--- config.mk ---
export PLATFORM = sky130hd
export DESIGN_NAME = instr_fetch
export DESIGN_NICKNAME = d
export VERILOG_FILES = /design/src/rtl/instr_fetch.sv
export SDC_FILE = /design/constraint.sdc
export NUM_CORES = 1
export LEC_CHECK = 0
export CAP_MARGIN = 0
export CORE_MARGIN = 8
export CORE_UTILIZATION = 40
export CTS_CLUSTER_DIAMETER = 60
export DETAILED_ROUTE_END_ITERATION = 10
export PLACE_DENSITY = 0.89
export SLEW_MARGIN = 10
export SYNTH_ARGS = -nofsm -noshare
export SYNTH_HDL_FRONTEND = slang
export SYNTH_SLANG_ARGS = --single-unit
--- constraint.sdc ---
create_clock -name clk -period 3.6 [get_ports clk]
set_input_delay 0.72 -clock clk [delete_from_list [all_inputs] [get_ports clk]]
set_output_delay 0.72 -clock clk [all_outputs]
set_load 0.01 [all_outputs]
--- src/rtl/instr_fetch.sv ---
// instr_fetch: PC holder and instruction fetch stage for the single-cycle MIPS core.
// Fetches one word per instruction over a ready handshake, holds it until the core
// reports ex_done, then loads the next PC (sequential, j/jal, jr or taken branch).
// Optional feature macro: IFETCH_ALIGN_CHECK_EN -- a misaligned next PC (only reachable
// through jr) parks the stage in a terminal FAULT state instead of being truncated.
module instr_fetch #(
  parameter logic [31:0] RESET_PC = 32'h0000_0000
) (
  input  logic        clk,
  input  logic        rst_n,
  output logic        imem_req,
  output logic [31:0] imem_addr,
  input  logic        imem_ready,
  input  logic [31:0] imem_rdata,
  output logic [31:0] instr,
  output logic        instr_valid,
  output logic [31:0] pc,
  output logic [31:0] pc_plus4,
  input  logic        ex_done,
  input  logic [1:0]  jump,
  input  logic        branch,
  input  logic        branch_taken,
  input  logic [31:0] branch_imm,
  input  logic [31:0] jr_addr,
  output logic        fetch_fault
);

  typedef enum logic [1:0] {FETCH, HOLD, FAULT} state_t;

  state_t      state;
  logic [31:0] next_pc;

  assign pc_plus4    = pc + 32'd4;
  assign imem_addr   = pc;
  // Gated with rst_n so the request drops the moment reset asserts.
  assign imem_req    = rst_n && (state == FETCH);
  assign instr_valid = (state == HOLD);

`ifdef IFETCH_ALIGN_CHECK_EN
  assign fetch_fault = (state == FAULT);
`else
  assign fetch_fault = 1'b0;
`endif

  // Next PC selection: jumps override branches; jump==2'b11 behaves as sequential.
  always_comb begin
    next_pc = pc_plus4;
    case (jump)
      2'b01:   next_pc = {pc_plus4[31:28], instr[25:0], 2'b00};
      2'b10:   next_pc = jr_addr;
      default: if (branch && branch_taken) next_pc = pc_plus4 + (branch_imm << 2);
    endcase
  end

  // Fetch/hold sequencer; pc and instr only move on the handshake edges.
  always_ff @(posedge clk or negedge rst_n) begin
    if (!rst_n) begin
      state <= FETCH;
      pc    <= RESET_PC;
      instr <= 32'h0;
    end else begin
      case (state)
        FETCH: if (imem_ready) begin
          instr <= imem_rdata;
          state <= HOLD;
        end
        HOLD: if (ex_done) begin
`ifdef IFETCH_ALIGN_CHECK_EN
          pc    <= next_pc;
          state <= (next_pc[1:0] != 2'b00) ? FAULT : FETCH;
`else
          pc    <= next_pc & ~32'h3;
          state <= FETCH;
`endif
        end
        FAULT:   state <= FAULT;
        default: state <= FETCH;
      endcase
    end
  end

endmodule

==> metrics, run 1 <==
Synth top area share=0.273; DIE HEIGHT=roughly 140 µm; Worst setup EP type=flip-flop; Critical Path, Cell by Cell=and4_4 -> and4_4 -> nand3_2 -> nor2_2 -> buf_6 -> nand2_2 -> xnor2_2 -> ha_1 -> a21o_1 -> a22o_2 -> a2111oi_4 -> a2111oi_1 -> a311o_1 -> or2_1 -> o211ai_2 -> nand2_1; placed cell count=~1100; required time of the critical path=between 3 and 4 ns; Clock Sinks=64; die width=between 100 and 150 µm; Worst-Skew Late Latency=roughly 0.32 ns; count of cell types in the netlist=slightly below 80; root buffer cell=clkbuf_16; Synth area leaders=dfrtp_1 27%, ha_1 8.3%, mux2_2 6.3%; mean post-synth cell area=slightly below 9 µm²; Max-cap violations=0; top_reg_cell synth=dfrtp_1; Post-Syn Instances=around 660; DRC=0; post-synth design cell area=slightly below 6000 µm²; EDFF count, synth=0; WL per Instance=between 20 and 25 µm; initial DRC count=613; Synth warnings=0; Clk pwr share=0.128; Critical Path Slowest Stage Cell=dfrtp_2; Synth area leader=dfrtp_1; footprint of the multi-input gates=about 4000 µm²; CTS tree=yes; # setup viols final=0; Routed Antenna Nets=0; Hold Fails Final Rpt=0; Internal=around 3600 µW; register bit count reported by yosys=64; setup TNS=0 ns; DP HPWL=roughly 18000 µm; crit path max fanout=4; Power Dens Cells=around 680 nW/µm²; Comb power frac=0.679; LEAKAGE=around 0.0039 µW; Top delay family on crit path=compound AO/OA/AOI/OAI gates; Final Cell Area=9060 µm²; Initial Util=0.406; worst slack at placement=0.0140 ns; buffers from clock root to sink, at most=2; Setup Crit Path Kind=reg2reg; Register Area=around 1600 µm²; Tmin final=about 3.5 ns; total track usage=0.233; IO Port Bufs=between 200 and 250; sequential share of the synthesized area=0.273; vias=~6400; share of post-route cells with drive strength above 1=0.228; Area growth, synth to finish=54.6%; Max IR drop VDD=0.000449 V; fin. max-slew vios=0; Pre-Repair DR Iteration Count=6; H-tree Lvls=3; worst hold slack=between 0.2 and 0.25 ns; die area=18800 µm²; Filler Cell Count=1143; switch share=0.421; initial antenna violation count=0; crit-path max cell delay=about 0.36 ns; Final nets=1051; vias in the first global route=between 6000 and 7000; crit path DAT=between 3 and 4 ns; core footprint=around 14000 µm²; Fmax=approximately 0.29 GHz; Cell Count, Final, Fillers Out=1095; CP dominant cell by count=and4_4; skew final=0.00458 ns; GRT overflow=0; ANT cells=0; outcome=finished, final reports clean; first-pass GRT wire length=about 34000 µm; switching pwr=about 2600 µW; drt via density=just under 6; PnR worst setup slack=between 0.1 and 0.15 ns; top-level port count=235; final wirelength=22800 µm; Worst Path Buf+Inv=1; Critical Path Source Type=flip-flop; Final Cycle Share=0.965; Hold WC Path Type=in2async; CTS buffer count=9; dpl cell area=between 8000 and 9000 µm²; Reg clk slew, reported paths=roughly 0.050 ns; worst slew pin tran=1.00 ns; largest net degree at the start of global routing=61; Site Rows=44; Flop pwr share=0.193; Async SR Flop Fraction=1.00; Rel. slew slack=0.333; routability congestion estimate=about 0.94
[state kept, by name, summed over array words and instances (netlist names)]
| register | count |
|---|---|
| imem_addr | 30 |
| instr | 32 |
| state | 2 |
[logic make-up (layout without fill, tap and decap cells)]
logic type | Yosys count | in the layout | synth area share
buffers and inverters | 87 | 337 | 0.0863
multiplexers | 37 | 37 | 0.0711
AO/OA/AOI/OAI | 190 | 190 | 0.239
XOR/XNOR | 50 | 50 | 0.0748
adder cells (fa/ha/maj) | 40 | 40 | 0.0867
flip-flops | 64 | 64 | 0.273
other | 1 | 7 | 0.000640
AND/OR/NAND/NOR | 186 | 186 | 0.167
[path summary, 6_finish.rpt]
path                          startpoint       endpoint  slack [ns]  cells past startpoint
min reg2reg                     state[0]       state[1]        0.50                      1
max in group asynchronous          rst_n  imem_addr[15]        2.29                      2
min                                rst_n       instr[2]        0.23                      1
max reg2reg                imem_addr[15]  imem_addr[31]        0.13                     16
min in group clk                state[0]       state[1]        0.50                      1
max                        imem_addr[15]  imem_addr[31]        0.13                     16
[synthesized netlist by cell type, drive strengths merged (9+ instances only)]
cell	count
xor2	17
o21ai	24
clkbuf	28
nor2	38
dfrtp	64
mux2	34
xnor2	33
a21o	26
and4	13
a21oi	40
a221oi	21
nand3	20
ha	39
nand2	60
nand4	12
inv	15
nor3	9
and3	10
buf	44
[final cells by class]
| cell class | instances | area share |
|---|---|---|
| Clock buffer | 11 | 0.0279 |
| Clock inverter | 4 | 0.00221 |
| Inverter | 15 | 0.00622 |
| Multi-Input combinational cell | 510 | 0.445 |
| Sequential cell | 64 | 0.178 |
| Tap cell | 184 | 0.0254 |
| Timing Repair Buffer | 307 | 0.316 |
[placed cells by master (no fill, tap or decap), types with 8 or more instances in the layout]
| cell type | count |
|---|---|
| inv_1 | 15 |
| a221oi_1 | 21 |
| and4_4 | 8 |
| ha_1 | 36 |
| mux2_2 | 33 |
| buf_4 | 83 |
| dfrtp_1 | 59 |
| o221ai_1 | 8 |
| xnor2_2 | 10 |
| a221o_1 | 8 |
| o21ai_0 | 21 |
| clkbuf_16 | 9 |
| a21oi_1 | 36 |
| clkdlybuf4s50_1 | 222 |
| a21o_1 | 23 |
| nand2_1 | 57 |
| xor2_1 | 11 |
| xnor2_1 | 23 |
| nand4_1 | 11 |
| nand3_1 | 17 |
| nor2_1 | 35 |
| and3_1 | 8 |
[worst reg2reg max path, stage by stage (launching register included)]
cell       delay [ns]
dfrtp_2          0.36
and4_4           0.25
and4_4           0.26
nand3_2          0.11
nor2_2           0.14
buf_6            0.13
nand2_2          0.08
xnor2_2          0.16
ha_1             0.31
a21o_1           0.19
a22o_2           0.23
a2111oi_4        0.33
a2111oi_1        0.10
a311o_1          0.33
or2_1            0.25
o211ai_2         0.07
nand2_1          0.07
[power groups by stage]
stage	logic, µW	registers [µW]	clock network [µW]
after CTS	4010	1180	797
after detailed placement	3970	1180	0
after floorplan	2010	1300	0
final	4200	1190	789
after global placement	3910	1160	0
after global routing	4470	1220	826
[per-stage QoR]
stage,utilization,total power [µW]
2_1_floorplan,-,3310
3_3_place_gp,0.591,5080
3_5_place_dp,0.591,5160
4_1_cts,0.611,5990
5_1_grt,0.628,6520
6_report,0.628,6180
[layer usage]
metal / track usage / wire length, µm / up-vias
met5: 0 / 0 / -
met4: 0.0760 / 607 / 0
met3: 0.0712 / 2590 / 54
met2: 0.373 / 10600 / 371
met1: 0.291 / 8990 / 3015
li1: - / - / 2923
[timing repair]
action / CTS / global route
setup endpoints to repair: 2 / 11
pin swaps: 0 / 13
gates resized for setup: 3 / 38
hold buffers: 0 / 0
gates cloned: 0 / 0
setup buffers: 0 / 7
Note: power is estimated with default switching activity, not from simulation.
==> inputs of run 2 (changes only) <==
--- a/config.mk
+++ b/config.mk
@@ -10,8 +10,10 @@
 export CORE_UTILIZATION = 40
 export CTS_CLUSTER_DIAMETER = 60
 export DETAILED_ROUTE_END_ITERATION = 10
+export GPL_ROUTABILITY_DRIVEN = 0
 export PLACE_DENSITY = 0.89
 export SLEW_MARGIN = 10
 export SYNTH_ARGS = -nofsm -noshare
 export SYNTH_HDL_FRONTEND = slang
 export SYNTH_SLANG_ARGS = --single-unit
+export TNS_END_PERCENT = 10
==> run 2 against run 1 <==
Die area unchanged. Setup slack got worse by 0.038 ns. Hold slack got worse by 0.0013 ns. Flip-flop and latch count unchanged. Global-route usage about the same. Critical path type unchanged. Largest power group unchanged.
==> metrics, run 2 (synthesis results as in run 1) <==
worst slew pin tran=1.02 ns (+0.0207 ns); Overall Power=6140 µW (-0.68%); Clk pwr share=0.133 (+0.005); crit path DAT=3.71 ns (+0.03 ns); IO Port Bufs=223 (unchanged); share of post-route cells with drive strength above 1=0.204 (-0.0243); H-tree Lvls=3 (unchanged); core footprint=14400 µm² (unchanged); largest reg by FF count=instr; Critical Path Source Type=flip-flop; vias=6346 (-0.27%); initial DRC count=643 (+4.9%); footprint of the multi-input gates=3930 µm² (-2.5%); Worst setup EP type=flip-flop; Tmin final=3.51 ns (+0.0378 ns); Worst Path Buf+Inv=2 (+1); Hold WC Path Type=in2async; Util after Layout=0.616 (-0.0116); Flop pwr share=0.193 (about the same); Filler Cell Count=1131 (-1.0%); cts hold-fix bufs=0 (unchanged); Reg clk slew, reported paths=0.06 ns (about the same); CTS tree=yes; skew final=0.0126 ns (+0.00800 ns); worst slack at placement=0.000405 ns (-0.0135 ns); fin. max-slew vios=0 (unchanged); crit-path max cell delay=0.36 ns (about the same); die width=137 µm (unchanged); Internal=3560 µW (-0.72%); commonest non-fill, non-tap cells in the layout=222 x clkdlybuf4s50_1, 74 x buf_4, 59 x dfrtp_1, 57 x nand2_1, 38 x a21oi_1; Final nets=1041 (-0.95%); required time of the critical path=3.80 ns (about the same); switch share=0.421 (about the same); RSZ-0062 raised after global routing=yes; Final Cell Area=8890 µm² (-1.9%); LEAKAGE=0.00377 µW (-2.4%); Pre-Repair DR Iteration Count=5 (-1); DP HPWL=18200 µm (+0.26%); Initial Util=0.406 (unchanged); crit path max fanout=5 (+1); Rel. slew slack=0.319 (-0.0138); root buffer cell=clkbuf_16; buffers from clock root to sink, at most=2 (unchanged); Site Rows=44 (unchanged); drt via density=5.84 (+0.56%); Largest register FFs=32 (unchanged); Hold Fails Final Rpt=0 (unchanged); dpl cell area=8480 µm² (-0.44%); Clock Sinks=64 (unchanged); ANT cells=0 (unchanged); Top delay family on crit path=compound AO/OA/AOI/OAI gates; switching pwr=2580 µW (-0.62%); outcome=finished, final reports clean; Power Dens Cells=691 nW/µm² (+1.2%); Max-cap violations=0 (unchanged); largest net degree at the start of global routing=61 (unchanged); WL per Instance=20.9 µm (+0.63%); total track usage=0.233 (about the same); # setup viols final=0 (unchanged); Area growth, synth to finish=51.8%; die area=18800 µm² (unchanged); Max IR drop VDD=0.000417 V (-7.1%); PnR worst setup slack=0.0896 ns (-0.0378 ns); initial antenna violation count=0 (unchanged); Setup Crit Path Kind=reg2reg; Worst-Skew Late Latency=0.32 ns (about the same); DRC=0 (unchanged); Fmax=0.285 GHz (-1.1%); Critical Path Slowest Stage Cell=dfrtp_2; Comb power frac=0.674 (-0.005); Routed Antenna Nets=0 (unchanged); Register Area=1610 µm² (unchanged); CTS buffer count=9 (unchanged); most common cell after layout, fill and taps aside=clkdlybuf4s50_1; Critical Path, Cell by Cell=and4_4 -> buf_4 -> nand4_2 -> nor3_4 -> xor2_2 -> buf_4 -> ha_1 -> a21o_2 -> a21o_2 -> a2111oi_4 -> a2111oi_1 -> a311o_1 -> or2_1 -> o211ai_2 -> nand2_1; vias in the first global route=6362 (+0.73%); Final Cycle Share=0.975 (+0.0105); final wirelength=22800 µm (-0.19%); DIE HEIGHT=137 µm (unchanged); top-level port count=235 (unchanged); first-pass GRT wire length=34500 µm (about the same); GRT overflow=0 (unchanged)
[run 2: cell types whose count changed in the layout (fill, tap and decap cells not counted), moves of 2 or more]
cell / previous run / this run
buf_4: 83 / 74
xnor2_1: 23 / 28
xnor2_2: 10 / 5
a21oi_1: 36 / 38
a21oi_2: 4 / 2
nor2_1: 35 / 37
nor2_2: 3 / 1
xor2_1: 11 / 13
xor2_2: 6 / 4
[run 2: cell type report]
type | instances | area share
clock buffer | 13 | 0.0304
clock inverter | 3 | 0.00169
inverter | 15 | 0.00633
multi-input combinational | 510 | 0.442
sequential | 64 | 0.181
tap | 184 | 0.0259
timing repair buffer | 297 | 0.313
[run 2: path summary, 6_finish.rpt]
check	start	cells past startpoint	to	slack [ns]
setup / recovery	imem_addr[8]	15	imem_addr[31]	0.09
max in group asynchronous	rst_n	2	imem_addr[11]	2.29
hold / removal	rst_n	1	instr[6]	0.23
hold reg to reg	state[0]	1	state[1]	0.49
setup reg to reg	imem_addr[8]	15	imem_addr[31]	0.09
min in group clk	state[0]	1	state[1]	0.49
[run 2: what timing repair did]
| item | CTS | global route |
|---|---|---|
| setup endpoints to repair | 1 | 14 |
| setup buffers | 2 | 0 |
| pin swaps | 1 | 5 |
| resized for setup | 4 | 18 |
| gates cloned | 0 | 0 |
[run 2: routing by layer]
metal	global-route usage	vias up	part of all wire
li1	-	2897	-
met2	0.379	391	0.47
met5	0	-	0
met3	0.0653	51	0.11
met1	0.289	3007	0.40
met4	0.0772	0	0.025
[run 2: power by group through the flow]
stage	Combinational, µW	Sequential [µW]	Clock (µW)
final	4140	1190	819
after global routing	4390	1210	859
after CTS	4010	1170	830
after detailed placement	3970	1180	0
after global placement	3890	1160	0
after floorplan	2010	1300	0
[run 2: per-stage QoR]
step | hold WS [ns] | TNS, ns | cells
floorplan | 0.424 | -0.0103 | 661
global placement | 0.480 | 0 | 1068
detailed placement | 0.492 | 0 | 1068
CTS | 0.227 | 0 | 1086
global route | 0.221 | -0.0421 | 1086
finish | 0.227 | 0 | 1086
==> edit 1: new RTL, flow settings as in run 2 <==
The 3 states of `state_t` get a one-hot encoding in 3 bits.
--- a/src/rtl/instr_fetch.sv
+++ b/src/rtl/instr_fetch.sv
@@ -25,7 +25,7 @@
   output logic        fetch_fault
 );
 
-  typedef enum logic [1:0] {FETCH, HOLD, FAULT} state_t;
+  typedef enum logic [2:0] {FETCH = 3'b001, HOLD = 3'b010, FAULT = 3'b100} state_t;
 
   state_t      state;
   logic [31:0] next_pc;
Behaviour: no difference found for any inputs over 4 cycles, from zero or initial values and one cycle with rst_n low; so few cycles prove little.
==> edit 1 against run 2 <==
- the run now ends with setup timing left
- critical path depth unchanged
- cell area increased by 1.3%
- global-route usage decreased by 0.26 points
- power increased by 19%
- highest routed layer unchanged
- setup slack got worse by 0.11 ns
- maximum frequency decreased by 3.0%
- count of clock-buffer cells in the layout decreased by 1
- wire length decreased by 4.4%
- non-clock buffer count increased by 19
- sequential cell count increased by 1
- hold slack improved by 0.0067 ns
- clock skew decreased by 0.0061 ns
- synthesized area decreased by 5.1%
- first-iteration DRC count decreased by 18%
- largest power group unchanged
- largest cell class unchanged
==> edit 1: results (changes against run 2) <==
Met1 usage: 28.78% (-0.16 points)
Post-Route Hold Slack: 0.2341 ns (+0.006703 ns)
Clock network share of area: 3.127% (-0.082 points)
Via count of the routed design: 6,127 (-3.5%)
Cell area after placement: 8442 um^2 (-0.50%)
Nonclk inv count: 11 (-4)
Ranking of synthesized cells by area: sky130_fd_sc_hd__dfrtp_1 29%, sky130_fd_sc_hd__ha_1 8.3%, sky130_fd_sc_hd__mux2_2 6.7%, sky130_fd_sc_hd__buf_4 5.0%, sky130_fd_sc_hd__xnor2_1 4.9%
Wire length of the first global-routing pass: 32,890 um (-4.6%)
Via count of the first global-routing pass: 6,085 (-4.4%)
Dpl hpwl: 17,030 um (-6.4%)
Post-synth cell types: 61 (-23%)
Peak VDD IR: 0.0004210 V (+1.0%)
Share of final layout cell area taken by non-clock buffers: 32.63% (+1.3 points)
Multi-input gate share of the layout cell area: 43.09% (-1.1 points)
NumNets Final: 1,036 (-0.48%)
Non-clock buffer count in the final layout: 316 (+6.4%)
Result of the run: finished with violations
Routing usage on met2: 36.92% (-1.0 points)
Number of clock-tree buffers in the layout: 12 (-1)
Detail Route met3 WL: 1989 um (-17%)
Multi-input combinational cell count: 491 (-3.7%)
Fraction of final layout cells sized beyond drive strength 1: 23.50% (+3.1 points)
Fill cell total of the finished layout: 1,026 (-9.3%)
Synthesized area per cell: 8.776 um^2 (-1.9%)
Final-report setup violation count: 1 (+1)
Post-synthesis sequential area ratio: 29.30% (+2.0 points)
CP startpoint: imem_addr[7]$_DFFE_PN0P_
Violated checks: setup timing
Sequential cell area: 1638 um^2 (+1.9%)
Final cell utilization of the core: 65.62% (+4.0 points)
Wire per inst: 20.17 um (-3.7%)
Setup WS post-layout: -0.02058 ns (-0.1102 ns)
Post-synthesis register bit count: 65 (+1.6%)
Commonest cells in the netlist: 64 x sky130_fd_sc_hd__dfrtp_1, 58 x sky130_fd_sc_hd__nand2_1, 45 x sky130_fd_sc_hd__a21oi_1
Share of total power consumed by net switching: 41.27% (-0.81 points)
GR met3 Demand/Resource: 5.572% (-0.96 points)
Overall track demand over capacity in global routing: 23.00% (-0.26 points)
Number of gates given a new drive strength after cts: 5 (+1)
==> edit 1: cell types whose count changed in the layout (fill, tap and decap cells not counted), sizes merged, moves of 4 or more <==
cell,change
inv,-4
a2111oi,-4
nor2,-5
a21boi,+5
o211ai,-6
a211oi,+4
buf,+19
o21ai,+13
and4,-6
a21oi,+8
o22ai,-4
or2,-4
==> edit 1: per-stage QoR <==
step / setup slack [ns] / cells
CTS: -0.02628 / 1072
global placement: -0.07607 / 1057
finish: -0.02058 / 1078
detailed placement: -0.1599 / 1057
floorplan: 0.02847 / 639
global route: -0.1768 / 1078
==> edit 1: critical path, delay by kind of cell (launching register included) <==
| kind | cells | cell delay [ns] |
|---|---|---|
| DFF | 1 | 0.42 |
| adders and majority gates | 1 | 0.31 |
| xor gates and xnor gates | 1 | 0.26 |
| and+or+nand+nor | 7 | 1.42 |
| buffers and inverters | 1 | 0.18 |
| AOI/OAI and AO/OA | 5 | 0.89 |
==> edit 1: kinds of logic (layout without fill, tap and decap cells) <==
| logic type | after synthesis | in the layout | synth area share (%) |
|---|---|---|---|
| buffers and inverters | 83 | 342 | 8.153 |
| flip-flops | 65 | 65 | 29.30 |
| AND/OR/NAND/NOR | 163 | 163 | 14.46 |
| XOR/XNOR | 49 | 49 | 7.725 |
| other | 1 | 7 | 0.06750 |
| AO/OA/AOI/OAI | 200 | 200 | 24.73 |
| multiplexers | 34 | 34 | 6.869 |
| adder cells (fa/ha/maj) | 38 | 38 | 8.694 |
==> edit 1: power groups by stage <==
| stage | registers (uW) | logic (uW) | clock network [uW] |
|---|---|---|---|
| after floorplan | 1560 | 2280 | 0 |
| after global placement | 1330 | 4720 | 0 |
| after detailed placement | 1350 | 4820 | 0 |
| after CTS | 1340 | 4870 | 827 |
| after global routing | 1400 | 5470 | 853 |
| final | 1360 | 5120 | 814 |
==> edit 2: new RTL, settings of run 2 <==
Made on the original files. Build with the macro `IFETCH_ALIGN_CHECK_EN` defined.
--- a/src/rtl/instr_fetch.sv
+++ b/src/rtl/instr_fetch.sv
@@ -3,6 +3,8 @@
 // reports ex_done, then loads the next PC (sequential, j/jal, jr or taken branch).
 // Optional feature macro: IFETCH_ALIGN_CHECK_EN -- a misaligned next PC (only reachable
 // through jr) parks the stage in a terminal FAULT state instead of being truncated.
+`define IFETCH_ALIGN_CHECK_EN
+
 module instr_fetch #(
   parameter logic [31:0] RESET_PC = 32'h0000_0000
 ) (
Check against the original RTL: not equivalent (a bounded check fails within 4 cycles, from zero or initial values and one cycle with rst_n low).
==> edit 2 against run 2 <==
- the run now ends with setup timing left
- power grew 41%
- wire length up 9.5%
- sequential cell count grew 2
- synthesized area decreased by 0.68%
- via count grew 8.4%
- setup slack worse by 0.13 ns
- count of clock-buffer cells in the layout is the same
- cell area grew 7.0%
- highest routed layer unchanged
==> edit 2: results (changes against run 2) <==
Number of buffers inserted by post-CTS setup repair: 0 (-2)
Maximum number of pins on one net before global-route repair: 66 (+8.2%)
Master of the slowest instance on the critical path: sky130_fd_sc_hd__or4_4
Overall track demand over capacity in global routing: 24.80% (+1.5 points)
Worst setup skew after layout: 0.008155 ns (-0.004425 ns)
Setup WS post-layout: -0.04183 ns (-0.1314 ns)
Fraction of final layout cells sized beyond drive strength 1: 24.74% (+4.3 points)
Post-synthesis sequential area ratio: 28.39% (+1.0 points)
Violated checks: setup timing
Synth Area in Adders: 8.733% (+0.060 points)
Synthesized-area fraction occupied by xor and xnor cells: 7.098% (-0.38 points)
Via-per-instance ratio: 6.045 (+3.4%)
Routing usage on met2: 40.10% (+2.2 points)
Clk sinks: 66 (+3.1%)
GR met3 Demand/Resource: 6.498% (-0.037 points)
Synthesized area per cell: 8.760 um^2 (-2.0%)
Wire length on met2: 11,910 um (+12%)
Count of buffers inserted at the top-level ports: 232 (+4.0%)
Final-report setup violation count: 1 (+1)
Cell area after placement: 8822 um^2 (+4.0%)
Critical path's largest stage delay: 0.53 ns (+0.17 ns)
Multi-input combinational cell count: 518 (+1.6%)
Sequential cell area: 1658 um^2 (+3.1%)
Share of final layout cell area taken by non-clock buffers: 33.00% (+1.7 points)
Kind of cell adding the most delay to the critical path: simple AND/OR/NAND/NOR gates
TritonRoute pass-1 iters: 6 (+1)
FF-to-FF Start: imem_addr[4]$_DFFE_PN0P_
Clock network share of area: 3.473% (+0.26 points)
Met1 Routed Length: 9175 um (+0.66%)
Commonest cells in the netlist: 66 x sky130_fd_sc_hd__dfrtp_1, 59 x sky130_fd_sc_hd__nand2_1, 43 x sky130_fd_sc_hd__nor2_1, 43 x sky130_fd_sc_hd__o21ai_0, 39 x sky130_fd_sc_hd__ha_1
Non-clock buffer count in the final layout: 340 (+14%)
Ranking of synthesized cells by area: sky130_fd_sc_hd__dfrtp_1 28%, sky130_fd_sc_hd__ha_1 8.4%, sky130_fd_sc_hd__mux2_2 6.6%, sky130_fd_sc_hd__buf_4 4.6%, sky130_fd_sc_hd__xnor2_1 3.9%
Multiplexer share of the synthesized area: 6.926% (-0.19 points)
Result of the run: finished with violations
Total leakage power: 0.004101 uW (+8.7%)
Detail Route met3 WL: 2788 um (+16%)
Critical path destination: imem_addr[29]$_DFFE_PN0P_
edit 2: cell types whose count changed in the layout (fill, tap and decap cells not counted), sizes merged, moves of 8 or more:
cell	run 2	this run
buf	75	109
a222oi	0	18
nand3	20	28
o21ai	24	45
and4	13	1
a221oi	21	8
o221ai	8	0
edit 2: through the flow:
| stage | utilization (%) | power (uW) | setup WS (ns) | setup TNS [ns] |
|---|---|---|---|---|
| CTS | 63.98 | 8288 | -0.1051 | -0.1565 |
| finish | 66.19 | 8687 | -0.04183 | -0.04183 |
| global placement | 61.40 | 7052 | -0.02783 | -0.05403 |
| floorplan | - | 4495 | -0.001754 | -0.001754 |
| global route | 66.19 | 9141 | -0.1800 | -0.7993 |
| detailed placement | 61.40 | 7196 | -0.1386 | -0.5725 |
edit 2: where the power goes:
part | internal [uW] | switching [uW] | leakage (uW)
Sequential | 1120 | 423 | 0.000786
Clock | 660 | 329 | 0.000162
Combinational | 3180 | 2970 | 0.00315
Total | 4960 | 3730 | 0.00410
